File: config.mk
export PLATFORM = sky130hd
export DESIGN_NAME = dice_roller
export DESIGN_NICKNAME = d
export VERILOG_FILES = /design/src/rtl/dice_roller_pkg.sv /design/src/rtl/dice_roller_key_debounce.sv /design/src/rtl/dice_roller.sv
export SDC_FILE = /design/constraint.sdc
export NUM_CORES = 1
export LEC_CHECK = 0
export ABC_CLOCK_PERIOD_IN_PS = 2600
export CAP_MARGIN = 20
export CORE_ASPECT_RATIO = 0.8
export CORE_MARGIN = 2
export CORE_UTILIZATION = 55
export CTS_BUF_LIST = sky130_fd_sc_hd__clkbuf_8
export DETAILED_ROUTE_END_ITERATION = 12
export PLACE_DENSITY = 0.72
export SLEW_MARGIN = 40
export SYNTH_ARGS = -nofsm -noshare
export SYNTH_HDL_FRONTEND = slang
export SYNTH_HIERARCHICAL = 1
export SYNTH_SLANG_ARGS = --single-unit
export TNS_END_PERCENT = 100
File: constraint.sdc
create_clock -name clk -period 2.6 [get_ports clk]
set_clock_uncertainty 0.1 [all_clocks]
set_input_delay 0.52 -clock clk [delete_from_list [all_inputs] [get_ports clk]]
set_output_delay 0.52 -clock clk [all_outputs]
set_load 0.01 [all_outputs]
File: src/rtl/dice_roller_pkg.sv
// dice_roller_pkg: shared FSM encoding, die width/limits and die-value helpers.
package dice_roller_pkg;
  localparam int DIE_W = 3;
  localparam logic [DIE_W-1:0] DIE_MIN = 3'd1;
  localparam logic [DIE_W-1:0] DIE_MAX = 3'd6;
  localparam logic [1:0] IDLE = 2'd0;
  localparam logic [1:0] ROLL = 2'd1;
  localparam logic [1:0] DONE = 2'd2;
  function automatic logic usable(input logic [DIE_W-1:0] v);
    return v >= DIE_MIN && v <= DIE_MAX;
  endfunction
  // (v mod 6) + 1 for a 3-bit v: only 6 and 7 wrap.
  function automatic logic [DIE_W-1:0] fold(input logic [DIE_W-1:0] v);
    return v >= DIE_MAX ? v - DIE_MAX + DIE_MIN : v + DIE_MIN;
  endfunction
endpackage

File: src/rtl/dice_roller_key_debounce.sv
// key_debounce: 2-flop synchronizer, stability debouncer and 1-cycle press pulse.
module key_debounce #(
  parameter int DEBOUNCE_CYCLES = 500000
) (
  input  logic clk,
  input  logic resetn,
  input  logic key_n,
  output logic press
);
  logic [1:0]  sync;
  logic        level;
  logic [31:0] cnt;
  always_ff @(posedge clk or negedge resetn) begin
    if (!resetn) begin
      sync  <= 2'b11;
      level <= 1'b1;
      cnt   <= '0;
      press <= 1'b0;
    end else begin
      sync  <= {sync[0], key_n};
      press <= 1'b0;
      if (sync[1] == level) cnt <= '0;
      else if (cnt == 32'(DEBOUNCE_CYCLES - 1)) begin
        cnt   <= '0;
        level <= sync[1];
        press <= ~sync[1];
      end else cnt <= cnt + 32'd1;
    end
  end
endmodule

File: src/rtl/dice_roller.sv
// dice_roller: debounced key starts an animated LFSR dice roll, result held under valid/ack.
module dice_roller
  import dice_roller_pkg::*;
#(
  parameter int          DEBOUNCE_CYCLES = 500000,
  parameter int          ROLL_TICK       = 2500000,
  parameter int          ROLL_STEPS      = 12,
  parameter logic [15:0] LFSR_SEED       = 16'hACE1
) (
  input  logic             clk,
  input  logic             resetn,
  input  logic             key_n,
  input  logic             fast_fwd,
  input  logic             ack,
  output logic [DIE_W-1:0] d1,
  output logic [DIE_W-1:0] d2,
  output logic             rolling,
  output logic             roll_valid
);
  logic             press;
  logic [1:0]       state;
  logic [15:0]      lfsr;
  logic [31:0]      tick;
  logic [31:0]      step;
  logic             finish;
  logic             upd1;
  logic             upd2;
  logic             wrap;
  logic [DIE_W-1:0] c1;
  logic [DIE_W-1:0] c2;
  key_debounce #(.DEBOUNCE_CYCLES(DEBOUNCE_CYCLES)) u_key (
    .clk(clk), .resetn(resetn), .key_n(key_n), .press(press)
  );
  assign c1         = lfsr[2:0];
  assign c2         = lfsr[5:3];
  assign wrap       = tick == 32'(ROLL_TICK - 1);
  assign rolling    = state == ROLL;
  assign roll_valid = state == DONE;
  always_ff @(posedge clk or negedge resetn) begin
    if (!resetn) begin
      state  <= IDLE;
      lfsr   <= LFSR_SEED;
      tick   <= '0;
      step   <= '0;
      finish <= 1'b0;
      upd1   <= 1'b0;
      upd2   <= 1'b0;
      d1     <= DIE_MIN;
      d2     <= DIE_MIN;
    end else begin
      lfsr <= {lfsr[14:0], lfsr[15] ^ lfsr[13] ^ lfsr[12] ^ lfsr[10]};
      case (state)
        IDLE: if (press) begin
          state  <= ROLL;
          tick   <= '0;
          step   <= '0;
          finish <= 1'b0;
          upd1   <= 1'b0;
          upd2   <= 1'b0;
        end
        // finish is registered at a tick wrap, so DONE follows one cycle later
        ROLL: if (finish) begin
          state <= DONE;
          if (!upd1) d1 <= fold(c1);
          if (!upd2) d2 <= fold(c2);
        end else if (wrap) begin
          tick   <= '0;
          step   <= step + 32'd1;
          finish <= fast_fwd || (step + 32'd1 == 32'(ROLL_STEPS));
          if (usable(c1)) begin
            d1   <= c1;
            upd1 <= 1'b1;
          end
          if (usable(c2)) begin
            d2   <= c2;
            upd2 <= 1'b1;
          end
        end else tick <= tick + 32'd1;
        DONE: if (ack) state <= IDLE;
        default: state <= IDLE;
      endcase
    end
  end
endmodule

After elaboration in Yosys (flattened, before gate mapping). Index checks and enable logic that the tools add are counted.

Word-level logic and storage cells: 102. Input bits: 5. Flip-flop bits (word level): 127.

Reduce and logical (&&, ||, !) cells: 17. Add/subtract/negate cells: 9. Magnitude comparators: 6. Equality and inequality tests: 15. Bitwise logic cells: 5. Mux-type cells: 37.

Operators by type and width (number): $mux W32 (7); $pmux W32 S2 (2); $add A32 B1 Y32 const B (3); $eq A32 B19 Y1 const B (1); $eq A32 B22 Y1 const B (1); $eq A32 B4 Y1 const B (1); $mux W3 (10); $add A3 B1 Y3 const B (4); $reduce_and A4 Y1 (3); $mux W1 (11); $ne A2 B1 Y1 const B (5); $reduce_and A5 Y1 (2); $ne A2 B2 Y1 const B (4); $reduce_bool A2 Y1 (4); $ge A3 B1 Y1 const B (2); $ge A3 B3 Y1 const B (2); $le A3 B3 Y1 const B (2); $mux W2 (3); $pmux W1 S2 (3); $pmux W2 S3 (1); $reduce_and A3 Y1 (2); $sub A3 B3 Y3 const B (2); $reduce_and A2 Y1 (2); $xor A1 B1 Y1 (3); other kinds (7) (9).

Logic depth before layout (Yosys ltp).
Depth after elaboration: 6. Depth in mapped cells: 9. Mapped depth without buffers: 8.

Hierarchy. The synthesis kept the hierarchy.

Modules (own cells, without submodules): dice_roller (area each 5191.2 µm², times used 1, cells an instance 564); key_debounce (area each 1824.2 µm², times used 1, cells an instance 183).

Worst setup path after synthesis. No wires, ideal clock.

Kind: reg2reg. Start point: register step[0]. End point: register step[26]. Setup slack: 277 ps. Setup time: 129 ps. Arrival: 2093 ps. Stages on the path, launching flop included: 10. Path buffers: 1. Required time: 2371 ps. Clock period less this slack: 2323 ps. Cells stage by stage: dfrtp_1 > ha_1 > nand3_1 > or4_1 > buf_2 > nor2_1 > and3_1 > nor2_1 > o21ai_0 > o21ai_0.

Cells in the longest elaborated chain, start to end: 4.

RTL lines: from (decl) (line dice_roller.sv:24) `logic [31:0] step;`; from (signal assigned) (line dice_roller.sv:68) `step <= step + 32'd1;`; $add A32 B1 Y32 (line dice_roller.sv:68); $mux W32 (line dice_roller.sv:66) `end else if (wrap) begin`; $mux W32 (line dice_roller.sv:62) `ROLL: if (finish) begin`; $pmux W32 S2 (line dice_roller.sv:52) `case (state)`.

Every way passes these cells. The select of a mux whose other input is x is not followed. A chain may end at the register's enable or synchronous reset.

Final worst setup path.
Start point: register tick[22]. End point: register d1[2].

Cells in the longest elaborated chain, start to end: 3.

RTL lines: from (decl) (line dice_roller.sv:23) `logic [31:0] tick;`; from (signal assigned) (line dice_roller.sv:78) `end else tick <= tick + 32'd1;`; $eq A32 B22 Y1 (line dice_roller.sv:36) `assign wrap = tick == 32'(ROLL_TICK - 1);`; $reduce_bool A2 Y1 (no source line); $reduce_and A4 Y1 (no source line); to (signal assigned) (line dice_roller.sv:64) `if (!upd1) d1 <= fold(c1);`; to (decl) (line dice_roller.sv:15) `output logic [DIE_W-1:0] d1,`.

Every way passes these cells.

==> metrics.md <==
| Metric | Value |
|---|---|
| Crit Reg-Reg Endpoint | d1[2] |
| Total CTS buffers | 17 |
| CP Launch Type | flip-flop |
| Final min period | 2.475 ns |
| First-pass GRT wire length | 27.29 mm |
| Final Util | 64.89% |
| Gr ovfl total | 0 |
| Seq cells post-synth | 127 |
| Initial core utilization | 57.05% |
| Arr. time, crit path | 2.72 ns |
| Synth Instances | 747 |
| DR pass1 iterations | 5 |
| PortBufs | 12 |
| Nets@finish | 795 |
| Crit path cell chain | nor4_1, nand4_1, nor4_4, buf_6, nand2_1, mux2_2, nor2_2, mux2_2 |
| # diodes | 0 |
| Antenna violations before repair | 0 |
| R2r worst-path depth | 8 |
| Design area | 7979 um^2 |
| Dominant cells by area after synthesis | dfrtp_1, dfstp_2, xor2_1, o21ai_0, o31ai_1 |
| Seq/Total Area, Yosys | 45.53% |
| Worst skew pair latency | 0.46 ns |
| Die Wd | 130.3 um |
| Top cell type by total area after synthesis | dfrtp_1 |
| Clock transition at path regs | 0.08 ns |
| Hold WS | 0.2603 ns |
| RSZ-0062 raised after global routing | false |
| R2R Setup Slk | 0.13 ns |
| Max-cap viol count | 0 |
| GRT Overall Usage | 25.40% |
| Ys async rst share | 100.0% |
| GP Congestion | 0.8724 |
| Num ports | 13 |
| Crit-path max cell delay | 0.41 ns |
| Hold Vio Cnt, Final | 0 |
| Core Box Area | 12,300 um^2 |
| Hold_sp | lfsr[14] |
| Netlist cell types | 69 |
| Routed WL | 16.36 mm |
| WL per Instance | 17.00 um |
| Top Metal Used | met4 |
| Clock sink total | 127 |
| Post-Layout Cell Count | 962 |
| Most frequent CP cell | mux2_2 |
| Largest net degree at the start of global routing | 53 |
| Synth top area share | 40.66% |
| Final Cycle Share | 95.19% |
| Worst EP required | 2.85 ns |
| Hold Path Sink | lfsr[15] |
| Placed Cells | 927 |
| Slew Limit Fails | 0 |
| Number of synthesized flops with an enable pin | 0 |
| CP Class | reg2reg |
| Yosys warning count | 6 |
| Setup crit end kind | flip-flop |
| Slew headroom | 59.98% |
| Worst-case clock buffer depth | 2 |
| Layout cells sized above 1 | 16.31% |
| Sum Neg Setup Slack | 0 ns |
| Worst Tran Pin Value | 0.5957 ns |
| Mapped Area | 7015 um^2 |
| Worst-path fanout max | 8 |
| Final HPWL DP | 10.96 mm |
| TritonCTS clock tree | done |
| Post-DRT Antenna Nets | 0 |
| Outcome | completed |
| Met1 wire length | 7.969 mm |
| Cell leakage power | 0.003342 uW |
| Fillers | 987 |
| Met3 WL post-DR | 943 um |
| DRC Markers | 0 |
| Vias in the first global route | 5,490 |
| Die ar. | 13,680 um^2 |
| Area Overhead vs Synth | 13.73% |
| Worst Hold Depth | 0 |
| Fmax achieved | 0.4041 GHz |
| Bufs and invs on worst path | 1 |
| Mapped Nets | 764 |
| Post-synth top cells | dfrtp_1, nor2_1, o21ai_0, nand2_1, nand3_1 |
| Post-place instance area | 7477 um^2 |
| CP Depth | 8 |
| Vias | 5,990 |
| Worst r2r src | tick[22] |
| Clk root buf | clkbuf_8 |
| Post-DR vias/cell | 6.227 |
| Post-Syn Area per Cell | 9.392 um^2 |
| Power Density | 486.1 nW/um^2 |
| Met2 WL post-DR | 7.246 mm |
| Peak supply drop | 0.0003508 V |
| Die Y | 105.0 um |
| DR iter-0 viols | 597 |
| Worst path top cell family by delay | simple AND/OR/NAND/NOR gates |
| Most common flop cell mapped by yosys | dfrtp_1 |
| CTS H-tree lvls | 4 |
| Slowest CP cell | dfrtp_1 |
| Min-delay worst type | reg2reg |
| Final setup viols | 0 |
| Most common cell in the synthesized netlist | dfrtp_1 |
| Row cnt | 36 |
==> kinds of logic after synthesis <==
group	count (synthesis)	synth area share, %
AOI/OAI and AO/OA	169	14.71
xor gates and xnor gates	49	6.117
adders and majority gates	12	2.140
buffers and inverters	57	3.496
DFF	127	45.53
muxes	9	1.462
and+or+nand+nor	324	26.54
==> worst max-delay path by stage <==
stage	endpoint	startpoint
floorplan	step[26]	step[0]
detailed placement	finish	step[0]
global route	u_key/cnt[26]	u_key/cnt[0]
CTS	finish	step[0]
global placement	finish	step[0]
finish	d1[2]	tick[22]
==> final cells by class <==
cell class | instances | area, um^2 | area share, %
flip-flops and latches | 127 | 3199 | 40.10
well taps | 171 | 214.0 | 2.682
inverters | 15 | 56.30 | 0.7057
multi-input cells | 563 | 3627 | 45.46
clock inverters | 13 | 165.2 | 2.070
clock buffers | 19 | 261.5 | 3.277
repair buffers | 54 | 455.4 | 5.708
==> stage by stage <==
stage	power, uW	setup slack [ns]
finish	3878	0.1252
global route	4011	0.002714
CTS	3911	0.01848
detailed placement	2095	0.05315
global placement	2095	0.1098
floorplan	2037	0.2775
==> worst register-to-register path, delay by kind of cell, from the launching register on <==
kind | cells | cell delay, ns
and+or+nand+nor | 5 | 1.04
DFF | 1 | 0.41
muxes | 2 | 0.62
buffers and inverters | 1 | 0.19
==> sequential cells by signal, summed over array words and instances, names as in the netlist <==
| name | cells |
|---|---|
| d1 | 3 |
| d2 | 3 |
| finish | 1 |
| lfsr | 16 |
| state | 2 |
| step | 32 |
| tick | 32 |
| u_key/cnt | 32 |
| u_key/level | 1 |
| u_key/press | 1 |
| u_key/sync | 2 |
| upd1 | 1 |
| upd2 | 1 |
==> what timing repair did <==
action / CTS / global route
hold endpoints to repair: 33 / 0
gates resized for setup: 0 / 14
hold buffers: 1 / 0
setup endpoints to repair: 0 / 15
setup buffers: 0 / 2
==> cells in the final DEF, fill, tap and decap left out, types with 4 or more instances in the layout <==
cell type	instances
o21ai_0	62
dfrtp_1	110
or3_1	9
or4_1	15
a31oi_1	12
clkdlybuf4s50_1	11
o41ai_1	5
o21ai_1	4
nand2_1	60
buf_4	39
a21oi_1	31
ha_1	12
nor4_2	5
nand3_1	46
nor4_1	8
inv_1	15
xnor2_1	13
nand2b_1	7
nor2_1	60
xor2_1	36
dfstp_2	13
o31ai_1	34
dfrtp_2	4
mux2_2	6
and2_1	9
nand4_1	30
clkbuf_8	19
clkinv_4	5
nor3_1	13
and4_1	12
and3_1	16
==> routing by layer <==
layer  vias up  global-route usage [%]
li1       2822                       -
met1      2944                   38.90
met2       203                   35.45
met3        21                   5.786
met4         0                   8.065
met5         -                       0
==> report_power, final <==
part	switching, uW	leakage [uW]	internal (uW)
Combinational	51.2	0.00142	18.0
Clock	823	0.000209	999
Sequential	5.86	0.00171	1980
Total	880	0.00334	3000
Power figures use the tool's default switching activity.
